File: config.mk
export PLATFORM = sky130hd
export DESIGN_NAME = idac_ctrl_mc
export DESIGN_NICKNAME = d
export VERILOG_FILES = /design/src/rtl/idac_ctrl_mc.sv
export SDC_FILE = /design/constraint.sdc
export NUM_CORES = 1
export LEC_CHECK = 0
export CAP_MARGIN = 20
export CORE_MARGIN = 2
export CORE_UTILIZATION = 45
export CTS_CLUSTER_DIAMETER = 50
export DETAILED_ROUTE_END_ITERATION = 10
export GPL_TIMING_DRIVEN = 0
export HOLD_SLACK_MARGIN = 0.03
export PLACE_DENSITY = 0.76
export SYNTH_ARGS = -nofsm -noshare
export SYNTH_HDL_FRONTEND = slang
export SYNTH_SLANG_ARGS = --single-unit
export TNS_END_PERCENT = 50
File: constraint.sdc
create_clock -name clk_i -period 6.1 [get_ports clk_i]
set_clock_uncertainty 0.05 [all_clocks]
set_input_delay 0.915 -clock clk_i [delete_from_list [all_inputs] [get_ports clk_i]]
set_output_delay 0.915 -clock clk_i [all_outputs]
set_load 0.05 [all_outputs]
File: src/rtl/idac_ctrl_mc.sv
// idac_ctrl_mc: multi-channel current-DAC update controller.
// A trigger sampled in IDLE registers new enables, current codes and
// calibration codes for every channel. Current codes are either loaded
// directly or moved one saturating step towards the target. A settle
// counter then holds the block busy until data-ready is pulsed.
// Handshake: trigger_i is a level request and is accepted on any rising
// edge where the FSM is IDLE. busy_o is high while a previous update
// settles. dr_o marks the cycle in which the update is complete.
// A new rising edge of trigger_i seen while busy is dropped and recorded
// in overrun_o.
module idac_ctrl_mc #(
    parameter int NumChannels       = 2,
    parameter int CurrentWidth      = 8,
    parameter int CalibrationWidth  = 5,
    parameter int Trigger2DrDelayCc = 3
) (
    input  logic                                   clk_i,
    input  logic                                   rst_i,
    input  logic [NumChannels-1:0]                 en_i,
    input  logic                                   mode_i,
    input  logic [NumChannels*CurrentWidth-1:0]     cur_i,
    input  logic [NumChannels*CalibrationWidth-1:0] cal_i,
    input  logic [CurrentWidth-1:0]                step_i,
    input  logic                                   trigger_i,
    output logic                                   busy_o,
    output logic                                   dr_o,
    output logic                                   overrun_o,
    output logic [NumChannels-1:0]                 idac_en_o,
    output logic [NumChannels*CurrentWidth-1:0]     idac_cur_o,
    output logic [NumChannels*CalibrationWidth-1:0] idac_cal_o
);

    localparam int CW  = CurrentWidth;
    localparam int CLW = CalibrationWidth;
    localparam logic [7:0] DelayLoad = 8'(Trigger2DrDelayCc - 1);

    typedef enum logic {
        IDLE   = 1'b0,
        SETTLE = 1'b1
    } state_t;

    state_t state_q, state_d;
    logic [7:0] cnt_q;
    logic       trig_q;
    logic       accept;
    logic       expire;

    logic [NumChannels*CW-1:0]  nxt_cur;
    logic [NumChannels*CLW-1:0] nxt_cal;
    logic [CW:0]                c_x, g_x, s_x, sum_x, dif_x;

    assign accept = (state_q == IDLE) && trigger_i;
    assign expire = (state_q == SETTLE) && (cnt_q == 8'd1);
    assign busy_o = (state_q == SETTLE);

    // Next-state logic: a delay of one cycle never leaves IDLE.
    always_comb begin
        state_d = state_q;
        case (state_q)
            IDLE:    if (trigger_i && (Trigger2DrDelayCc > 1)) state_d = SETTLE;
            SETTLE:  if (cnt_q == 8'd1) state_d = IDLE;
            default: state_d = IDLE;
        endcase
    end

    // State register.
    always_ff @(posedge clk_i) begin
        if (rst_i) state_q <= IDLE;
        else       state_q <= state_d;
    end

    // Settle counter: loaded on accept, counts down to the expiry value 1.
    always_ff @(posedge clk_i) begin
        if (rst_i)                    cnt_q <= 8'd0;
        else if (accept)              cnt_q <= DelayLoad;
        else if (state_q == SETTLE)   cnt_q <= cnt_q - 8'd1;
    end

    // Data-ready pulse and trigger history for overrun edge detection.
    always_ff @(posedge clk_i) begin
        if (rst_i) begin
            dr_o   <= 1'b0;
            trig_q <= 1'b0;
        end else begin
            dr_o   <= (accept && (Trigger2DrDelayCc == 1)) || expire;
            trig_q <= trigger_i;
        end
    end

    // Sticky overrun: a fresh request while busy; cleared by the next accept.
    always_ff @(posedge clk_i) begin
        if (rst_i)                                   overrun_o <= 1'b0;
        else if (accept)                             overrun_o <= 1'b0;
        else if (busy_o && trigger_i && !trig_q)     overrun_o <= 1'b1;
    end

    // Per-channel next codes: direct load or saturating ramp step in CW+1 bits.
    always_comb begin
        nxt_cur = '0;
        nxt_cal = '0;
        c_x     = '0;
        g_x     = '0;
        s_x     = '0;
        sum_x   = '0;
        dif_x   = '0;
        for (int k = 0; k < NumChannels; k++) begin
            c_x   = {1'b0, (idac_en_o[k] ? idac_cur_o[k*CW +: CW] : {CW{1'b0}})};
            g_x   = {1'b0, cur_i[k*CW +: CW]};
            s_x   = {1'b0, step_i};
            sum_x = c_x + s_x;
            dif_x = c_x - s_x;
            if (en_i[k]) begin
                nxt_cal[k*CLW +: CLW] = cal_i[k*CLW +: CLW];
                if (!mode_i) begin
                    nxt_cur[k*CW +: CW] = g_x[CW-1:0];
                end else if (g_x > c_x) begin
                    nxt_cur[k*CW +: CW] = (sum_x > g_x) ? g_x[CW-1:0] : sum_x[CW-1:0];
                end else if (g_x < c_x) begin
                    nxt_cur[k*CW +: CW] = (dif_x[CW] || (dif_x < g_x)) ? g_x[CW-1:0]
                                                                      : dif_x[CW-1:0];
                end else begin
                    nxt_cur[k*CW +: CW] = c_x[CW-1:0];
                end
            end
        end
    end

    // Output registers to the analog macro, updated only on an accepted trigger.
    always_ff @(posedge clk_i) begin
        if (rst_i) begin
            idac_en_o  <= '0;
            idac_cur_o <= '0;
            idac_cal_o <= '0;
        end else if (accept) begin
            idac_en_o  <= en_i;
            idac_cur_o <= nxt_cur;
            idac_cal_o <= nxt_cal;
        end
    end

endmodule

==> impl_metrics.csv <==
group,metric,value,unit
drt,wl,14.1,mm
drt,ant_nets,0,
die,coreArea,10200,um^2
worst_setup_path,worstPathMaxFanout,5,
timing,finalCritPeriodShare,0.839,
clock_tree,ctsResizeCount,0,
clock_tree,clock-sinks,40,
clock_tree,cts_setup_buffers,0,
worst_setup_path,cp-end-kind,"flip-flop",
yosys,synthFlopType,"dfxtp_1",
timing,setup_viol_count_final,0,
power_and_ir_drop,powerDensity,155,nW/um^2
clock_tree,postCtsHoldBufs,0,
job,maxCapViolCount,0,
worst_setup_path,startpoint,"step_i[0]",
die,rows,37,
yosys,synth.most_common_cell,"ha_1",
die,die_y,106,um
cells_and_area,num-nets-final,774,
cells_and_area,drive_above_1_share,0.0481,
power_and_ir_drop,peakVddDrop,85.0,uV
cells_and_area,fin_cells,801,
yosys,yosys_warnings,0,
drt,first_pass_iters,5,
global_route,antenna_found_initial,0,
hold_path,holdCritPathClass,"flip-flop to flip-flop",
timing,worst_slew_pin_slew,0.778,ns
worst_setup_path,ff2ff_path_depth,19,
timing,relSlewSlack,0.475,
cells_and_area,area_growth,21.1,%
hold_path,hp-start,"cnt_q[2]",
cells_and_area,fin_area,5640,um^2
global_route,grt_max_degree,15,
drt,wl_per_cell,17.6,um
die,io_pins,71,
timing,min_period,5.12,ns
power_and_ir_drop,power,0.876,mW
die,die_area,11200,um^2
timing,hold_viol,0,
drt,route.vias.total,4856,
placement,place_inst,792,
yosys,synth_common_cells,"ha_1, inv_1, a21oi_1, dfxtp_1, nand2_1",
timing,finalSetupTns,0,ns
clock_tree,cts_tree,"built",
placement,dp_hpwl,11.1,mm
worst_setup_path,critPathLaunchType,"input port",
placement,gp_congestion,0.959,
yosys,synthTopCellsByArea,"ha_1, dfxtp_1, a21oi_1, xnor2_1, inv_1",
cells_and_area,num_antenna_cells,0,
hold_path,min_delay_path_depth,2,
drt,vias_per_cell,6.06,
clock_tree,clkLatencyLatePin,0.32,ns
global_route,grt_pass1_vias,4818,
yosys,yosysSeqAreaShare,0.172,
clock_tree,clock_path_buffers,2,
worst_setup_path,crit_type,"input port to flip-flop",
timing,slew_violations,0,
yosys,syn-cell-area,4660,um^2
die,initial_utilization,0.457,
drt,drc,0,
run_status,status,"completed",
yosys,syn_area_per_cell,7.94,um^2
yosys,synthDominantCellAreaShare,0.188,
yosys,synth_top_area_cell,"ha_1",
worst_setup_path,rr_startpoint,"idac_en_o[1]",
yosys,syn_nets,697,
worst_setup_path,crit_arrival,5.29,ns
yosys,synthArstFlopShare,0,
yosys,synth.distinct_cells,70,
yosys,ys_ff_latch,40,
global_route,grt_pass1_wl,23.0,mm
power_and_ir_drop,p_leak,2.47,nW
clock_tree,numCtsBuffers,5,
placement,postPlaceCellArea,5520,um^2
global_route,grt_util_all_layers,0.250,
worst_setup_path,worstPathRequired,6.27,ns
yosys,synth_cells,587,
timing,max_freq,195,MHz
placement,portBuffers,69,
clock_tree,h-tree-depth,2,
die,die_x,106,um
yosys,synth_enable_flop_cells,0,
clock_tree,clk_pin_slew,0.11,ns
timing,rsz0062_at_grt,"no",
drt,drtIter0Drc,351,
clock_tree,root_buffer,"clkbuf_8",
global_route,grt_overflow_total,0,
==> logic make-up after synthesis <==
family                   after synthesis  synth area share
AO/OA/AOI/OAI                        198             0.306
AND/OR/NAND/NOR                      158             0.175
adder cells (fa/ha/maj)               76             0.201
buffers and inverters                 73            0.0647
flip-flops                            40             0.172
XOR/XNOR                              33            0.0620
multiplexers                           9            0.0193
==> flip-flops by register name, summed over array words and instances, names as in the netlist <==
name / count
idac_cal_o: 10
overrun_o: 1
cnt_q: 8
trig_q: 1
idac_cur_o: 16
busy_o: 1
dr_o: 1
idac_en_o: 2
==> layout by cell type (no fill, tap or decap), types with 5 or more instances in the layout <==
| cell type | count |
|---|---|
| clkdlybuf4s50_1 | 69 |
| nor4_1 | 5 |
| maj3_1 | 5 |
| a22o_1 | 12 |
| clkbuf_8 | 5 |
| a31oi_1 | 7 |
| xor2_1 | 9 |
| a21oi_1 | 42 |
| nor2b_1 | 11 |
| xnor2_1 | 24 |
| a221oi_1 | 5 |
| o31ai_1 | 5 |
| mux2i_1 | 9 |
| o211ai_1 | 5 |
| o221ai_1 | 7 |
| o21ai_0 | 24 |
| dfxtp_1 | 40 |
| and2_1 | 11 |
| nand3_1 | 11 |
| clkbuf_1 | 12 |
| ha_1 | 70 |
| nand2b_1 | 7 |
| o21a_1 | 5 |
| nand2_1 | 39 |
| inv_1 | 50 |
| a211oi_1 | 8 |
| a21o_1 | 15 |
| nor2_1 | 31 |
| a221o_1 | 6 |
| buf_4 | 5 |
| nand4_1 | 8 |
| a22oi_1 | 11 |
| nor3_1 | 9 |
==> path summary, 6_finish.rpt <==
| kind | slack (ns) | endpoint |
|---|---|---|
| worst max-delay path | 0.98 | idac_cur_o[6] |
| worst max register to register | 1.00 | idac_cur_o[8] |
| worst min-delay path | 0.43 | cnt_q[2] |
| worst min register to register | 0.43 | cnt_q[2] |
==> where the power goes <==
group	total (mW)	leakage, nW	internal [mW]	switching, mW
logic	0.340	2.09	0.138	0.202
registers	0.291	0.327	0.276	0.0154
clock network	0.245	0.0548	0.124	0.121
==> routing by layer <==
| metal | vias to the layer above | part of all wire | track usage |
|---|---|---|---|
| li1 | 2346 | - | - |
| met1 | 2242 | 0.43 | 0.321 |
| met2 | 224 | 0.46 | 0.414 |
| met3 | 44 | 0.069 | 0.0303 |
| met4 | 0 | 0.037 | 0.118 |
| met5 | - | 0 | 0 |
==> metrics by stage <==
stage	setup WS [ns]	utilization	hold WS [ns]
after floorplan	1.45	-	0.390
after global placement	0.812	0.542	0.403
after detailed placement	0.684	0.542	0.411
after CTS	1.01	0.553	0.430
after global routing	0.611	0.554	0.451
final	0.979	0.554	0.429
==> final cells by class <==
type / instances / area [um^2]
clock buffer: 5 / 68.8
sequential: 40 / 801
fill: 957 / 4540
buffer: 23 / 114
multi-input combinational: 474 / 3560
clock inverter: 3 / 46.3
tap: 136 / 170
inverter: 50 / 188
timing repair buffer: 70 / 698
==> worst max-delay path: stages <==
cell	delay (ns)
clkdlybuf4s50_1	0.57
ha_1	0.33
a31oi_1	0.19
o31ai_1	0.13
maj3_1	0.37
maj3_1	0.40
a221oi_1	0.32
xor2_1	0.16
ha_1	0.36
nand4_1	0.13
o22ai_1	0.14
a31oi_1	0.10
a211oi_4	0.42
nand2_2	0.17
o221a_1	0.30
a32oi_1	0.19
o21ai_1	0.08
Power figures use the tool's default switching activity.
==> patch (same flow settings) <==
Reset style: asynchronous (`rst_i`), changed in 5 clocked blocks.
--- a/src/rtl/idac_ctrl_mc.sv
+++ b/src/rtl/idac_ctrl_mc.sv
@@ -66,3 +66,3 @@
     // State register.
-    always_ff @(posedge clk_i) begin
+    always_ff @(posedge clk_i or posedge rst_i) begin
         if (rst_i) state_q <= IDLE;
@@ -72,3 +72,3 @@
     // Settle counter: loaded on accept, counts down to the expiry value 1.
-    always_ff @(posedge clk_i) begin
+    always_ff @(posedge clk_i or posedge rst_i) begin
         if (rst_i)                    cnt_q <= 8'd0;
@@ -79,3 +79,3 @@
     // Data-ready pulse and trigger history for overrun edge detection.
-    always_ff @(posedge clk_i) begin
+    always_ff @(posedge clk_i or posedge rst_i) begin
         if (rst_i) begin
@@ -90,3 +90,3 @@
     // Sticky overrun: a fresh request while busy; cleared by the next accept.
-    always_ff @(posedge clk_i) begin
+    always_ff @(posedge clk_i or posedge rst_i) begin
         if (rst_i)                                   overrun_o <= 1'b0;
@@ -128,3 +128,3 @@
     // Output registers to the analog macro, updated only on an accepted trigger.
-    always_ff @(posedge clk_i) begin
+    always_ff @(posedge clk_i or posedge rst_i) begin
         if (rst_i) begin
Check against the original RTL: differs if rst_i is asserted again (counterexample within 4 cycles, from zero or initial values and one cycle with rst_i high); with rst_i held inactive, the same outputs for 4 cycles.
==> patch against the unedited design <==
  * Critical path type unchanged
  * Worst hold slack got worse by 0.0046 ns
  * Wire length increased by 15%
  * Design area increased by 11%
  * Area after synthesis increased by 13%
  * Worst setup slack got worse by 0.56 ns
  * Register-to-register slack got worse by 0.28 ns
  * Sequential cell count unchanged
Power is not compared: it rests on default switching activity, and its combinational part moved more than twofold at a synthesized area within 25%.
==> patch: results (changes against the unedited design) <==
Parameter                              Value

Run status
  Run status ... finished, final reports clean

Synthesis
  Number of distinct library cells after synthesis ... 95 (+36%)
  Post-synth top cells ... 69 x sky130_fd_sc_hd__ha_1, 64 x sky130_fd_sc_hd__nand2_1, 48 x sky130_fd_sc_hd__inv_1, 41 x sky130_fd_sc_hd__a21oi_1, 40 x sky130_fd_sc_hd__dfrtp_1
  Nets in the synthesized netlist ... 756 (+8.5%)
  Fraction of synthesis flops using an asynchronous set or reset pin ... 100% (+100 points)
  Proportion of synthesized chip area in sequential cells ... 19.1% (+1.9 points)
  Number of warnings reported in the yosys synthesis log ... 0 (unchanged)
  Flip-flop cell with the highest count after synthesis ... sky130_fd_sc_hd__dfrtp_1
  Main area contributors after synthesis ... sky130_fd_sc_hd__dfrtp_1 19%, sky130_fd_sc_hd__ha_1 16%, sky130_fd_sc_hd__nand2_1 4.6%

CTS
  Level count of the clock H-tree ... 2 (unchanged)
  Resize count post-CTS ... 0 (unchanged)
  Clock slew seen by the registers of the worst setup and hold paths ... 0.07 ns (-0.04 ns)
  Clock latency on the worst-skew pair ... 0.29 ns (-0.03 ns)
  Maximum clock path buffer count ... 2 (unchanged)
  Root cell of the clock tree ... sky130_fd_sc_hd__clkbuf_16

Placed design
  HPWL reported at the end of detailed placement ... 12.9 mm (+16%)
  Post-DP Area ... 6140 µm² (+11%)
  Global placer's final weighted congestion ... 0.969 (+1.1%)

Worst hold path
  Min-delay src ... idac_cal_o[0]$_DFFE_PP0P_
  Worst Hold Path EP ... idac_cal_o[0]$_DFFE_PP0P_

Critical path
  Arrival time worst endpoint ... 5.81 ns (+0.52 ns)
  Largest stage delay on the critical path ... 0.67 ns (+0.10 ns)
  Capture point of the worst reg-to-reg path ... idac_cur_o[4]$_DFFE_PP0P_
  Worst Reg-to-Reg Cells ... 20 (+1)
  Slowest cell on the critical path ... sky130_fd_sc_hd__a211oi_2
  Launch instance of the worst register-to-register path ... idac_en_o[0]$_DFFE_PP0P_
  Flop2flop setup slack ... 0.72 ns (-0.28 ns)
  Maximum fanout encountered on the critical timing path ... 8 (+3)

Detailed routing
  Number of iterations in the first detailed-routing pass ... 5 (unchanged)
  Total vias in the final route ... 5430 (+12%)
  Post-detailed-route count of antenna-violating nets ... 0 (unchanged)
  Detailed-route wire length ... 16.2 mm (+15%)
  Number of design-rule violations left by the first detailed-router iteration ... 422 (+20%)

Layout
  Registers with the most flip-flops ... idac_cur_o x16, idac_cal_o x10, cnt_q x8
  NumNets Final ... 834 (+7.8%)
  Layout cell share with drive strength beyond 1 ... 8.97% (+4.2 points)

GRT
  Overall track demand over capacity in global routing ... 25.6% (+0.69 points)
  Global-route wire length before repair ... 26.5 mm (+15%)
  Number of global-route vias before repair ... 5447 (+13%)
  Maximum number of pins on one net before global-route repair ... 22 (+7)

Pwr
  Leakage Power ... 0.00282 µW
  IR Drop Worst-Case VDD ... 0.202 mV

STA
  Actual transition at the worst max-transition pin ... 0.772 ns (-0.00518 ns)
[patch: logic make-up (layout without fill, tap and decap cells)]
family,Yosys count,in the layout,share of synthesized area (%)
flip-flops,40,40,19.1
multiplexers,7,7,1.36
XOR/XNOR,30,30,5.16
adder cells (fa/ha/maj),75,75,17.6
AND/OR/NAND/NOR,215,215,21.5
AO/OA/AOI/OAI,206,206,28.1
buffers and inverters,74,152,7.18
[patch: final cells by class]
class                   count  area (µm²)
plain buffers              23         183
flip-flops and latches     40        1000
clock inverters             2        12.5
well taps                 143         179
inverters                  51         194
repair buffers             71         723
multi-input cells         533        3860
fillers                  1038        5090
clock buffers               5         125
[patch: power by group]
| part | internal (µW) | switching [µW] |
|---|---|---|
| clock | 149 | 121 |
| combinational | 623 | 1030 |
| sequential | 369 | 86.0 |
| total | 1140 | 1230 |
[patch: worst max-delay path: cells and delay by family]
family                     cells  cell delay, ns
adders and majority gates      4            1.46
and+or+nand+nor                3            0.32
xor gates and xnor gates       1            0.10
buffers and inverters          1            0.57
AOI/OAI and AO/OA              8            2.43
[patch: worst max path at each step]
stage,endpoint,cells past startpoint
floorplan,idac_cur_o[8]$_DFFE_PP0P_,19
global placement,idac_cur_o[4]$_DFFE_PP0P_,17
detailed placement,idac_cur_o[4]$_DFFE_PP0P_,17
CTS,idac_cur_o[4]$_DFFE_PP0P_,17
global route,idac_cur_o[9]$_DFFE_PP0P_,19
finish,idac_cur_o[4]$_DFFE_PP0P_,17
[patch: routing by layer]
layer | global-route usage, % | vias to the layer above | share of wire (%)
li1 | - | 2571 | -
met1 | 32.6 | 2605 | 42
met2 | 44.7 | 204 | 49
met3 | 2.89 | 50 | 5.4
met4 | 9.84 | 0 | 3.2
met5 | 0 | - | 0
[patch: metrics by stage]
step / instances / worst slack [ns] / hold slack [ns]
2_1_floorplan: 647 / 1.40 / 0.388
6_report: 868 / 0.423 / 0.425
4_1_cts: 867 / 0.563 / 0.424
3_3_place_gp: 859 / 0.317 / 0.402
3_5_place_dp: 860 / 0.295 / 0.411
5_1_grt: 868 / 0.368 / 0.458
